### config.mk
export PLATFORM = sky130hd
export DESIGN_NAME = decoder38_grant
export DESIGN_NICKNAME = d
export VERILOG_FILES = /design/src/rtl/decoder38_grant.sv
export SDC_FILE = /design/constraint.sdc
export NUM_CORES = 1
export LEC_CHECK = 0
export CAP_MARGIN = 0
export CORE_UTILIZATION = 53
export CTS_CLUSTER_DIAMETER = 50
export DETAILED_ROUTE_END_ITERATION = 10
export PLACE_DENSITY = 0.82
export SLEW_MARGIN = 20
export SYNTH_ARGS = -nofsm -noshare
export SYNTH_HDL_FRONTEND = slang
export SYNTH_SLANG_ARGS = --single-unit
export TNS_END_PERCENT = 100
### constraint.sdc
create_clock -name clk -period 4.3 [get_ports clk]
set_input_delay 1.29 -clock clk [delete_from_list [all_inputs] [get_ports clk]]
set_output_delay 1.29 -clock clk [all_outputs]
set_load 0.02 [all_outputs]
### src/rtl/decoder38_grant.sv
// ---------------------------------------------------------------------------
// decoder38_grant
// Grant-side counterpart of the 8:3 priority encoder. Accepts an encoded
// request {code, code_valid} when enabled and idle, then holds a registered
// one-hot grant to that requester until done, a hold timeout, or loss of en.
// After a done/timeout release, a programmable idle gap elapses before the
// next code is accepted.
//
// Ports
//   clk         in   rising-edge clock
//   rst         in   asynchronous active-high reset
//   en          in   block enable
//   code_valid  in   encoded request present
//   code        in   [2:0] encoded requester index
//   code_ready  out  block accepts a code this cycle (combinational)
//   done        in   granted requester finished (pulse or level)
//   grant       out  [7:0] registered one-hot grant
//   grant_valid out  high while any grant bit is set
//   code_q      out  [2:0] code of the current/last grant
//   timeout     out  one-cycle pulse when a grant is released by timeout
//
// state   | meaning
// --------+---------------------------------------------------------------
// S_IDLE  | waiting for code_valid while en is high; code_ready follows en
// S_GRANT | grant held; hold timer running; code input ignored
// S_GAP   | post-release idle gap; code_ready low
// ---------------------------------------------------------------------------
module decoder38_grant #(
   parameter int TIMEOUT = 16,
   parameter int GAP     = 1
) (
   input  logic       clk,
   input  logic       rst,
   input  logic       en,
   input  logic       code_valid,
   input  logic [2:0] code,
   output logic       code_ready,
   input  logic       done,
   output logic [7:0] grant,
   output logic       grant_valid,
   output logic [2:0] code_q,
   output logic       timeout
);

   localparam int TW = (TIMEOUT > 0) ? $clog2(TIMEOUT + 1) : 1;
   localparam int GW = ($clog2(GAP + 1) > 0) ? $clog2(GAP + 1) : 1;

   // TIMEOUT=0 leaves T_LAST unused: the timeout branch is gated off.
   localparam logic [TW-1:0] T_LAST = TW'((TIMEOUT > 0) ? TIMEOUT - 1 : 0);
   localparam logic [TW-1:0] T_MAX  = {TW{1'b1}};
   localparam logic [GW-1:0] G_LAST = GW'((GAP > 0) ? GAP - 1 : 0);

   typedef enum logic [1:0] {
      S_IDLE  = 2'd0,
      S_GRANT = 2'd1,
      S_GAP   = 2'd2
   } state_t;

   state_t          state;
   logic [TW-1:0]   timer;
   logic [GW-1:0]   gap_cnt;

   assign code_ready = en & (state == S_IDLE);

   always_ff @(posedge clk or posedge rst) begin
      if (rst) begin
         state       <= S_IDLE;
         grant       <= 8'h00;
         grant_valid <= 1'b0;
         code_q      <= 3'd0;
         timeout     <= 1'b0;
         timer       <= '0;
         gap_cnt     <= '0;
      end else begin
         timeout <= 1'b0;
         case (state)
            S_IDLE: begin
               if (code_valid && code_ready) begin
                  code_q      <= code;
                  grant       <= 8'd1 << code;
                  grant_valid <= 1'b1;
                  timer       <= '0;
                  state       <= S_GRANT;
               end
            end

            S_GRANT: begin
               // Losing en outranks done and timeout and skips the gap.
               if (!en) begin
                  grant       <= 8'h00;
                  grant_valid <= 1'b0;
                  state       <= S_IDLE;
               end else if (done) begin
                  grant       <= 8'h00;
                  grant_valid <= 1'b0;
                  gap_cnt     <= '0;
                  state       <= S_GAP;
               end else if ((TIMEOUT != 0) && (timer == T_LAST)) begin
                  grant       <= 8'h00;
                  grant_valid <= 1'b0;
                  timeout     <= 1'b1;
                  gap_cnt     <= '0;
                  state       <= S_GAP;
               end else if (timer != T_MAX) begin
                  timer <= timer + 1'b1;
               end
            end

            S_GAP: begin
               if (!en || (gap_cnt == G_LAST)) begin
                  state <= S_IDLE;
               end else begin
                  gap_cnt <= gap_cnt + 1'b1;
               end
            end

            default: begin
               grant       <= 8'h00;
               grant_valid <= 1'b0;
               state       <= S_IDLE;
            end
         endcase
      end
   end

endmodule
* After elaboration in Yosys (flattened, before gate mapping) *
Index checks and enable logic that the tools add are counted.

operators by class
  add/subtract/negate cells = 2
  equality and inequality tests = 13
  shift-type cells = 1
  mux-type cells = 29
  bitwise gates (word level) = 3
  reductions and logical operators = 11

operators by type and width
  operator               number
  $mux W8                4
  $mux W5                5
  $pmux W8 S3            1
  $ne A2 B2 Y1 const B   6
  $mux W1                10
  $mux W2                5
  $pmux W5 S2            1
  $shl A1 B3 Y8 const A  1
  $pmux W2 S3            1
  $reduce_and A3 Y1      2
  $reduce_and A6 Y1      1
  $add A5 B1 Y5 const B  1
  $eq A5 B4 Y1 const B   1
  $ne A5 B5 Y1 const B   1
  $ne A4 B4 Y1 const B   1
  $reduce_and A4 Y1      1
  $reduce_bool A2 Y1     2
  $ne A3 B3 Y1 const B   1
  $pmux W1 S3            1
  $eq A2 B1 Y1 const B   1
  $eq A2 B2 Y1 const B   1
  $logic_not A2 Y1       1
  $ne A2 B1 Y1 const B   1
  $not A1 Y1             2
  7 further kinds        7

word-level totals
  register bits after elaboration = 21
  input bits = 8
  output and inout port bits = 14
  logic and storage cells = 66

* Logic depth before layout (Yosys ltp) *
Gate-level depths: netlist of run 1.

  depth in word-level cells = 6
  mapped depth = 6
  gate-level depth less buffers = 6

* Worst setup path before layout of run 1 *
No wires, ideal clock.

  path kind = input-to-output
  from = input en
  to = output code_ready
  arrival time = 1.811 ns
  required time = 3.010 ns
  path slack = 1.199 ns
  cell stages on the path = 1
  path buffers = 0
  path through = nor3b_1

between the ends
  word-level cells in the longest chain between the ends = 1

RTL lines
  element        RTL line  RTL
  from (decl)    34        input logic en,
  $and A1 B1 Y1  63        assign code_ready = en & (state == S_IDLE);
  to (decl)      37        output logic code_ready,

No other way between the ends.

* Worst setup path in the final report of run 1 *
Same ends and word-level chain as after synthesis.

==> results.json, run 1 <==
{
  "synth_area_leaders": "dfrtp_1 (48%), mux2_2 (11%), ha_1 (4.6%)",
  "initial_core_util_pct": 56.3,
  "nets": 138,
  "crit_chain": "clkdlybuf4s50_1, nor3b_1, clkdlybuf4s50_1",
  "startpoint_type": "input pin",
  "layout_common_cells": "dfrtp_1 (21), clkdlybuf4s50_1 (21), mux2_2 (11)",
  "synthDistinctLibCells": 32,
  "max_stage_delay_ns": 0.64,
  "crit_slowest_cell": "clkdlybuf4s50_1",
  "grt_pass1_vias": 788,
  "cts_resized": 0,
  "synth_compound_area_share_pct": 12.8,
  "max_freq_ghz": 0.256,
  "post_cts_buffers": 0,
  "critPathBufInv": 2,
  "skew_ns": 0.00606,
  "synth-async-reset-ratio_pct": 100,
  "mappedNetlistNets": 114,
  "synth.area.mux_share_pct": 11.3,
  "portBuffers": 21,
  "finalCritPeriodShare_pct": 90.7,
  "avgSynthCellArea_um2": 10.7,
  "synth_top_family_by_area": "simple AND/OR/NAND/NOR gates",
  "die_w_um": 47.4,
  "synthToLayoutAreaGrowth_pct": 24.4,
  "syn-cell-area_mm2": 0.00109,
  "yosys.area_share.simple_pct": 20.8,
  "p_leak_uw": 0.000588,
  "htree_levels": 1,
  "crit_fanout": 2,
  "synth_edf_count": 0,
  "wire_per_inst_um": 15.5,
  "fp.coreArea_mm2": 0.00194,
  "synth_top_area_share_pct": 48.1,
  "drtPass1Iterations": 5,
  "finalHoldViolations": 0,
  "ioPinCount": 22,
  "grt_pass1_wl_mm": 3.45,
  "yosys.area_share.adder_pct": 4.58,
  "clockRootBuffer": "clkbuf_4",
  "cts.hold.buffers_added": 0,
  "yosys.area.top_type": "dfrtp_1",
  "postRouteAntennaNets": 0,
  "max_cap_viol_count": 0,
  "outcome": "completed",
  "path_common_cell": "clkdlybuf4s50_1",
  "critPathLaunch": "en",
  "worst_pin_slew_ns": 0.786,
  "fillerInstances": 161,
  "arrival_ns": 2.61,
  "dieHeight_um": 47.4,
  "dp_hpwl_mm": 1.67,
  "rsz0062_at_grt": "false",
  "fin_area_mm2": 0.00136,
  "die-area_mm2": 0.00225,
  "grt.overflow.total": 0,
  "path_delay_family": "buffers and inverters",
  "cp.required_ns": 3.01,
  "finalWirelength_mm": 2.36,
  "r2r_start": "timer[0]",
  "synthXorXnorAreaFrac_pct": 0,
  "cts_tree": "built",
  "hp-class": "flip-flop to flip-flop",
  "fin_setup_tns_ns": 0,
  "dr_total_vias": 900,
  "cts_buffer_depth": 2,
  "cts_sinks": 21,
  "place.gp.congestion": 0.759,
  "ys_warn_count": 0,
  "insertion_delay_ns": 0.32,
  "grt.total_usage_pct": 22.6,
  "grt_antenna_before_repair": 0,
  "peakVddDrop_mv": 0.248,
  "numCtsBuffers": 3,
  "powerDensity_mw_per_mm2": 337,
  "ys_seq_elements": 21,
  "first_iter_violations": 46,
  "setup_viol": 0,
  "remaining_drc_errors": 0,
  "worstSetupPathType": "input pin to output port",
  "path_clk_slew_ns": 0.11,
  "hold_start": "gap_cnt",
  "slew_headroom_pct": 47.6,
  "drv_slew": 0,
  "fin_crit_ns": 3.90,
  "rows": 16,
  "yosysSeqAreaShare_pct": 48.1,
  "diodes": 0,
  "grt_max_degree": 22,
  "synthFlopType": "dfrtp_1",
  "end_kind": "output port",
  "placed_area_mm2": 0.00133,
  "drive_above_1_share_pct": 16.0,
  "syn_inst": 102,
  "vias_per_cell": 5.92
}
kinds of logic after synthesis:
| family | Yosys count |
|---|---|
| AO/OA/AOI/OAI | 20 |
| adder cells (fa/ha/maj) | 4 |
| buffers and inverters | 7 |
| flip-flops | 21 |
| multiplexers | 11 |
| AND/OR/NAND/NOR | 39 |
final timing paths:
kind,end,slack (ns),depth (start not counted)
worst min-delay path,gap_cnt,0.52,2
max in group asynchronous,grant[0],2.40,2
worst min register to register,gap_cnt,0.52,2
min in group asynchronous,grant[6],1.41,2
worst max-delay path,code_ready,0.40,3
worst max register to register,grant[5],1.83,6
final cells by class:
cell class	count	area, µm²	area share, %
Clock buffer	4	26.3	1.93
Sequential cell	21	526	38.6
Tap cell	27	33.8	2.48
Timing Repair Buffer	22	218	16.0
Multi-Input combinational cell	74	542	39.8
Inverter	4	15.0	1.10
layer usage:
metal / vias up / track usage, % / part of all wire [%]
li1: 417 / - / -
met5: - / 0 / 0
met2: 37 / 37.8 / 49
met1: 434 / 28.4 / 43
met4: 0 / 9.14 / 2.4
met3: 12 / 4.91 / 6.2
power breakdown:
group	internal [µW]	switching, µW	leakage (µW)	total (µW)
Sequential	219	18.8	0.000280	237
Clock	36.4	61.6	0.0000150	98.1
Combinational	62.8	60.5	0.000294	123
Total	318	141	0.000588	459
synthesized netlist by cell type, drive strengths merged (2+ instances only):
| cell | n |
|---|---|
| ha | 4 |
| nor3 | 2 |
| o21ai | 5 |
| o211ai | 3 |
| a31oi | 2 |
| mux2 | 11 |
| dfrtp | 21 |
| nand2 | 7 |
| and3 | 3 |
| a21oi | 4 |
| nand4b | 2 |
| clkbuf | 3 |
| and2 | 2 |
| nor3b | 2 |
| nor2b | 2 |
| nor2 | 8 |
| inv | 4 |
| nand2b | 4 |
| nand4 | 2 |
registers in the layout, summed over array words and instances (netlist names):
| name | cells |
|---|---|
| grant | 8 |
| timer | 5 |
| code_q | 3 |
| state | 2 |
| gap_cnt | 1 |
| grant_valid | 1 |
| timeout | 1 |
through the flow:
stage / hold WS (ns) / power, µW / setup WS (ns) / utilization [%] / std cells
final: 0.519 / 459 / 0.399 / 70.0 / 152
after global routing: 0.529 / 475 / 0.337 / 70.0 / 152
after CTS: 0.523 / 458 / 0.374 / 70.0 / 152
after detailed placement: 0.498 / 364 / 0.384 / 68.7 / 148
after global placement: 0.487 / 361 / 0.392 / 68.7 / 148
after floorplan: 0.473 / 307 / 1.20 / - / 102
tightest hold or removal path: stages (launching register included):
cell and delay (ns):
dfrtp_1 0.38, inv_1 0.07, a21oi_1 0.04
Power figures use the tool's default switching activity.
==> run 2, diff against run 1 <==
Settings changed: CELL_PAD_IN_SITES_DETAIL_PLACEMENT set to 1, CELL_PAD_IN_SITES_GLOBAL_PLACEMENT set to 1, CORE_UTILIZATION 53 to 42, MAX_ROUTING_LAYER set to met4, PLACE_DENSITY 0.82 to not set, PLACE_DENSITY_LB_ADDON set to 0.1.
==> run 2 against run 1 <==
  * Total power is 0.69% lower
  * Maximum frequency is 1.4% higher
  * Sequential cell count stayed put
  * Clock power is 4.6% lower
  * Register-to-register slack hardly changed
  * Via count is 3.3% lower
  * Critical path type unchanged
==> results.json, run 2 (synthesized netlist as in run 1, its figures left out) <==
{
  "layout_common_cells": "dfrtp_1 (21), clkdlybuf4s50_1 (21), mux2_2 (11)",
  "grt_pass1_wl_mm": 3.99,
  "crit_fanout": 2,
  "post_cts_buffers": 0,
  "final.setup.worst_slack_ns": 0.452,
  "remaining_drc_errors": 0,
  "cts_tree": "built",
  "worst_pin_slew_ns": 0.808,
  "grt_max_degree": 22,
  "wire_per_inst_um": 16.4,
  "cts_resized": 0,
  "grt_pass1_vias": 865,
  "die_w_um": 53.0,
  "grt_antenna_before_repair": 0,
  "p_sw_uw": 138,
  "finalCritPeriodShare_pct": 89.5,
  "rsz0062_at_grt": "false",
  "p_leak_uw": 0.000588,
  "drv_slew": 0,
  "critPathLaunch": "en",
  "worstSetupPathType": "input pin to output port",
  "diodes": 0,
  "finalHoldViolations": 0,
  "place.gp.congestion": 0.774,
  "insertion_delay_ns": 0.30,
  "hold_start": "grant[7]",
  "fin_crit_ns": 3.85,
  "numPlacedInstances": 151,
  "skew_ns": 0.00257,
  "r2r_start": "timer[0]",
  "cts_buffer_depth": 2,
  "die-area_mm2": 0.00281,
  "drtPass1Iterations": 4,
  "p_seq_share_pct": 52.2,
  "cp.required_ns": 3.01,
  "setup_viol": 0,
  "post-place-ws_ns": 0.441,
  "startpoint_type": "input pin",
  "max_cap_viol_count": 0,
  "numCtsBuffers": 3,
  "dr_total_vias": 870,
  "postRouteAntennaNets": 0,
  "end_kind": "output port",
  "first_iter_violations": 7,
  "slew_headroom_pct": 46.1,
  "arrival_ns": 2.56,
  "dieHeight_um": 53.0,
  "path_clk_slew_ns": 0.11,
  "fp.coreArea_mm2": 0.00248,
  "hp-class": "flip-flop to flip-flop",
  "powerDensity_mw_per_mm2": 334,
  "largest-register": "grant",
  "p_clk_share_pct": 20.5,
  "top_regs": "grant (8), timer (5), code_q (3)",
  "grt.total_usage_pct": 20.6,
  "intPower_uw": 318,
  "vias_per_cell": 5.61,
  "p_sw_share_pct": 30.3,
  "max_freq_ghz": 0.260,
  "synthToLayoutAreaGrowth_pct": 24.7,
  "pwr-share-comb_pct": 27.3,
  "peakVddDrop_mv": 0.240,
  "fin_setup_tns_ns": 0,
  "rows": 18,
  "grt.overflow.total": 0,
  "outcome": "completed",
  "ioPinCount": 22,
  "initial_core_util_pct": 44.1,
  "dp_hpwl_mm": 1.85,
  "finalWirelength_mm": 2.54,
  "nets": 138,
  "fin_cells": 155,
  "largest_reg_flops": 8,
  "cts.hold.buffers_added": 0,
  "htree_levels": 1,
  "cts_sinks": 21,
  "portBuffers": 21,
  "drive_above_1_share_pct": 16.0,
  "clockRootBuffer": "clkbuf_4"
}
==> run 2: cell counts in the layout (fill, tap and decap cells not counted) <==
Identical to the previous run, type by type.
==> run 2: stage by stage <==
stage / utilization, % / area [µm²] / total power, µW / hold slack (ns)
floorplan: - / 1090 / 307 / 0.473
global placement: 54.0 / 1340 / 362 / 0.488
detailed placement: 54.0 / 1340 / 366 / 0.493
CTS: 55.1 / 1360 / 463 / 0.525
global route: 55.1 / 1360 / 484 / 0.544
finish: 55.1 / 1360 / 456 / 0.518
==> run 2: power by group through the flow <==
stage | Clock (µW) | Combinational, µW | Sequential, µW
floorplan | 0 | 53.0 | 254
global placement | 0 | 122 | 240
detailed placement | 0 | 124 | 242
CTS | 99.4 | 126 | 238
global route | 109 | 134 | 241
finish | 93.6 | 124 | 238
==> run 2: layout make-up <==
type,instances,area (µm²)
Fill cell,289,1110
Sequential cell,21,526
Multi-Input combinational cell,74,542
Timing Repair Buffer,22,218
Inverter,4,15.0
Tap cell,30,37.5
Clock buffer,4,26.3
==> run 2: critical path, cell delays in order <==
cell and delay, ns:
clkdlybuf4s50_1 0.47, nor3b_1 0.17, clkdlybuf4s50_1 0.63
==> run 2: layer usage <==
layer | vias up | share of wire (%) | routed length [µm] | track usage [%]
met5 | - | 0 | 0 | -
met4 | 0 | 0.83 | 21 | 8.77
met2 | 17 | 49 | 1250 | 32.1
met1 | 437 | 46 | 1180 | 26.8
li1 | 414 | - | - | -
met3 | 2 | 3.3 | 85 | 2.59
==> run 2: worst paths after layout <==
kind,endpoint,slack [ns],cells past startpoint
worst max-delay path,code_ready,0.45,3
worst min-delay path,grant[7],0.52,1
max in group asynchronous,grant[1],2.36,2
worst max register to register,grant[3],1.82,6
min in group asynchronous,grant[7],1.44,2
worst min register to register,grant[7],0.52,1
==> run 3, diff against run 2 <==
Settings changed: CORE_MARGIN set to 3.
==> run 3 against run 2 <==
  * Combinational power about the same
  * Sequential power barely moved
  * Final cell count down 1.3%
  * Non-clock buffer count is the same
  * Critical endpoint unchanged
  * Total power is 0.49% lower
  * Utilization up 3.1 points
  * Global-route usage decreased by 3.0 points
==> results.json, run 3 (synthesized netlist as in run 1, its figures left out) <==
{
  "placed_area_mm2": 0.00134,
  "cts_sinks": 21,
  "p_sw_share_pct": 29.9,
  "insertion_delay_ns": 0.30,
  "remaining_drc_errors": 0,
  "arrival_ns": 2.67,
  "largest_reg_flops": 8,
  "cts_resized": 0,
  "diodes": 0,
  "cts.hold.buffers_added": 0,
  "cts_tree": "built",
  "hp-class": "flip-flop to flip-flop",
  "largest-register": "grant",
  "outcome": "completed",
  "max_cap_viol_count": 0,
  "grt_antenna_before_repair": 0,
  "p_clk_share_pct": 20.3,
  "drtPass1Iterations": 4,
  "skew_ns": 0.00814,
  "clockRootBuffer": "clkbuf_4",
  "drv_slew": 0,
  "synthToLayoutAreaGrowth_pct": 24.5,
  "p_sw_uw": 136,
  "end_kind": "output port",
  "intPower_uw": 318,
  "final.setup.worst_slack_ns": 0.336,
  "final_util_pct": 58.2,
  "numCtsBuffers": 3,
  "die-area_mm2": 0.00325,
  "wire_per_inst_um": 16.5,
  "worstSetupPathType": "input pin to output port",
  "rows": 17,
  "layout_common_cells": "dfrtp_1 (21), clkdlybuf4s50_1 (21), mux2_2 (11)",
  "fp.coreArea_mm2": 0.00234,
  "fillerInstances": 274,
  "drive_above_1_share_pct": 16.0,
  "pwr-share-comb_pct": 27.3,
  "grt.overflow.total": 0,
  "post_cts_buffers": 0,
  "nets": 138,
  "vias_per_cell": 5.62,
  "first_iter_violations": 17,
  "peakVddDrop_mv": 0.265,
  "rsz0062_at_grt": "false",
  "grt_pass1_wl_mm": 4.36,
  "slew_headroom_pct": 46.8,
  "p_seq_share_pct": 52.5,
  "place.gp.congestion": 0.806,
  "crit_fanout": 2,
  "postRouteAntennaNets": 0,
  "p_leak_uw": 0.000588,
  "finalWirelength_mm": 2.53,
  "fin_crit_ns": 3.96,
  "fin_area_mm2": 0.00136,
  "startpoint_type": "input pin",
  "grt.total_usage_pct": 17.6,
  "dieHeight_um": 57.0,
  "grt_pass1_vias": 920,
  "path_clk_slew_ns": 0.10,
  "cts_buffer_depth": 2,
  "fin_setup_tns_ns": 0,
  "htree_levels": 1,
  "dr_total_vias": 860,
  "post-place-ws_ns": 0.317,
  "max_freq_ghz": 0.252,
  "dp_hpwl_mm": 1.91,
  "ioPinCount": 22,
  "multi_input_area_um2": 542,
  "portBuffers": 21,
  "initial_core_util_pct": 46.7,
  "finalCritPeriodShare_pct": 92.2,
  "worst_pin_slew_ns": 0.797,
  "seq_area_um2": 526,
  "finalHoldViolations": 0,
  "grt_max_degree": 22,
  "cp.required_ns": 3.01,
  "top_regs": "grant (8), timer (5), code_q (3)",
  "setup_viol": 0,
  "die_w_um": 57.0,
  "powerDensity_mw_per_mm2": 333
}
-- run 3: cell counts in the layout (fill, tap and decap cells not counted) --
Identical to the previous run, type by type.
-- run 3: per-layer routing --
layer / global-route usage [%] / vias up / routed length [µm]
met5: - / - / 0
met4: 4.30 / 0 / 29
met3: 4.52 / 4 / 100
met2: 31.2 / 18 / 1300
met1: 19.7 / 426 / 1100
li1: - / 412 / -
-- run 3: worst max-delay path: stages --
cell and delay, ns:
clkdlybuf4s50_1 0.49, nor3b_1 0.23, clkdlybuf4s50_1 0.65
-- run 3: metrics by stage --
step	std cells	hold WS, ns	total power, µW
6_report	153	0.520	453
5_1_grt	153	0.540	479
4_1_cts	153	0.524	462
3_5_place_dp	149	0.498	368
3_3_place_gp	149	0.488	362
2_1_floorplan	102	0.473	307
-- run 3: cell type report --
cell class / instances / share of cell area (%)
sequential: 21 / 38.6
tap: 28 / 2.57
clock buffer: 4 / 1.93
timing repair buffer: 22 / 16.0
multi-input combinational: 74 / 39.8
inverter: 4 / 1.10
-- run 3: final timing paths --
check / cells after the start / endpoint / from / slack, ns
max in group asynchronous: 2 / code_q[0] / rst / 2.36
min reg2reg: 1 / grant[4] / grant[4] / 0.52
max reg2reg: 6 / grant[6] / timer[0] / 1.86
min: 1 / grant[4] / grant[4] / 0.52
min in group asynchronous: 2 / grant[2] / rst / 1.43
max: 3 / code_ready / en / 0.34
-- run 3: power by group through the flow --
stage / Combinational, µW / Sequential (µW) / Clock, µW
2_1_floorplan: 53.0 / 254 / 0
3_3_place_gp: 122 / 240 / 0
3_5_place_dp: 125 / 243 / 0
4_1_cts: 126 / 239 / 98.2
5_1_grt: 134 / 243 / 103
6_report: 124 / 238 / 91.9
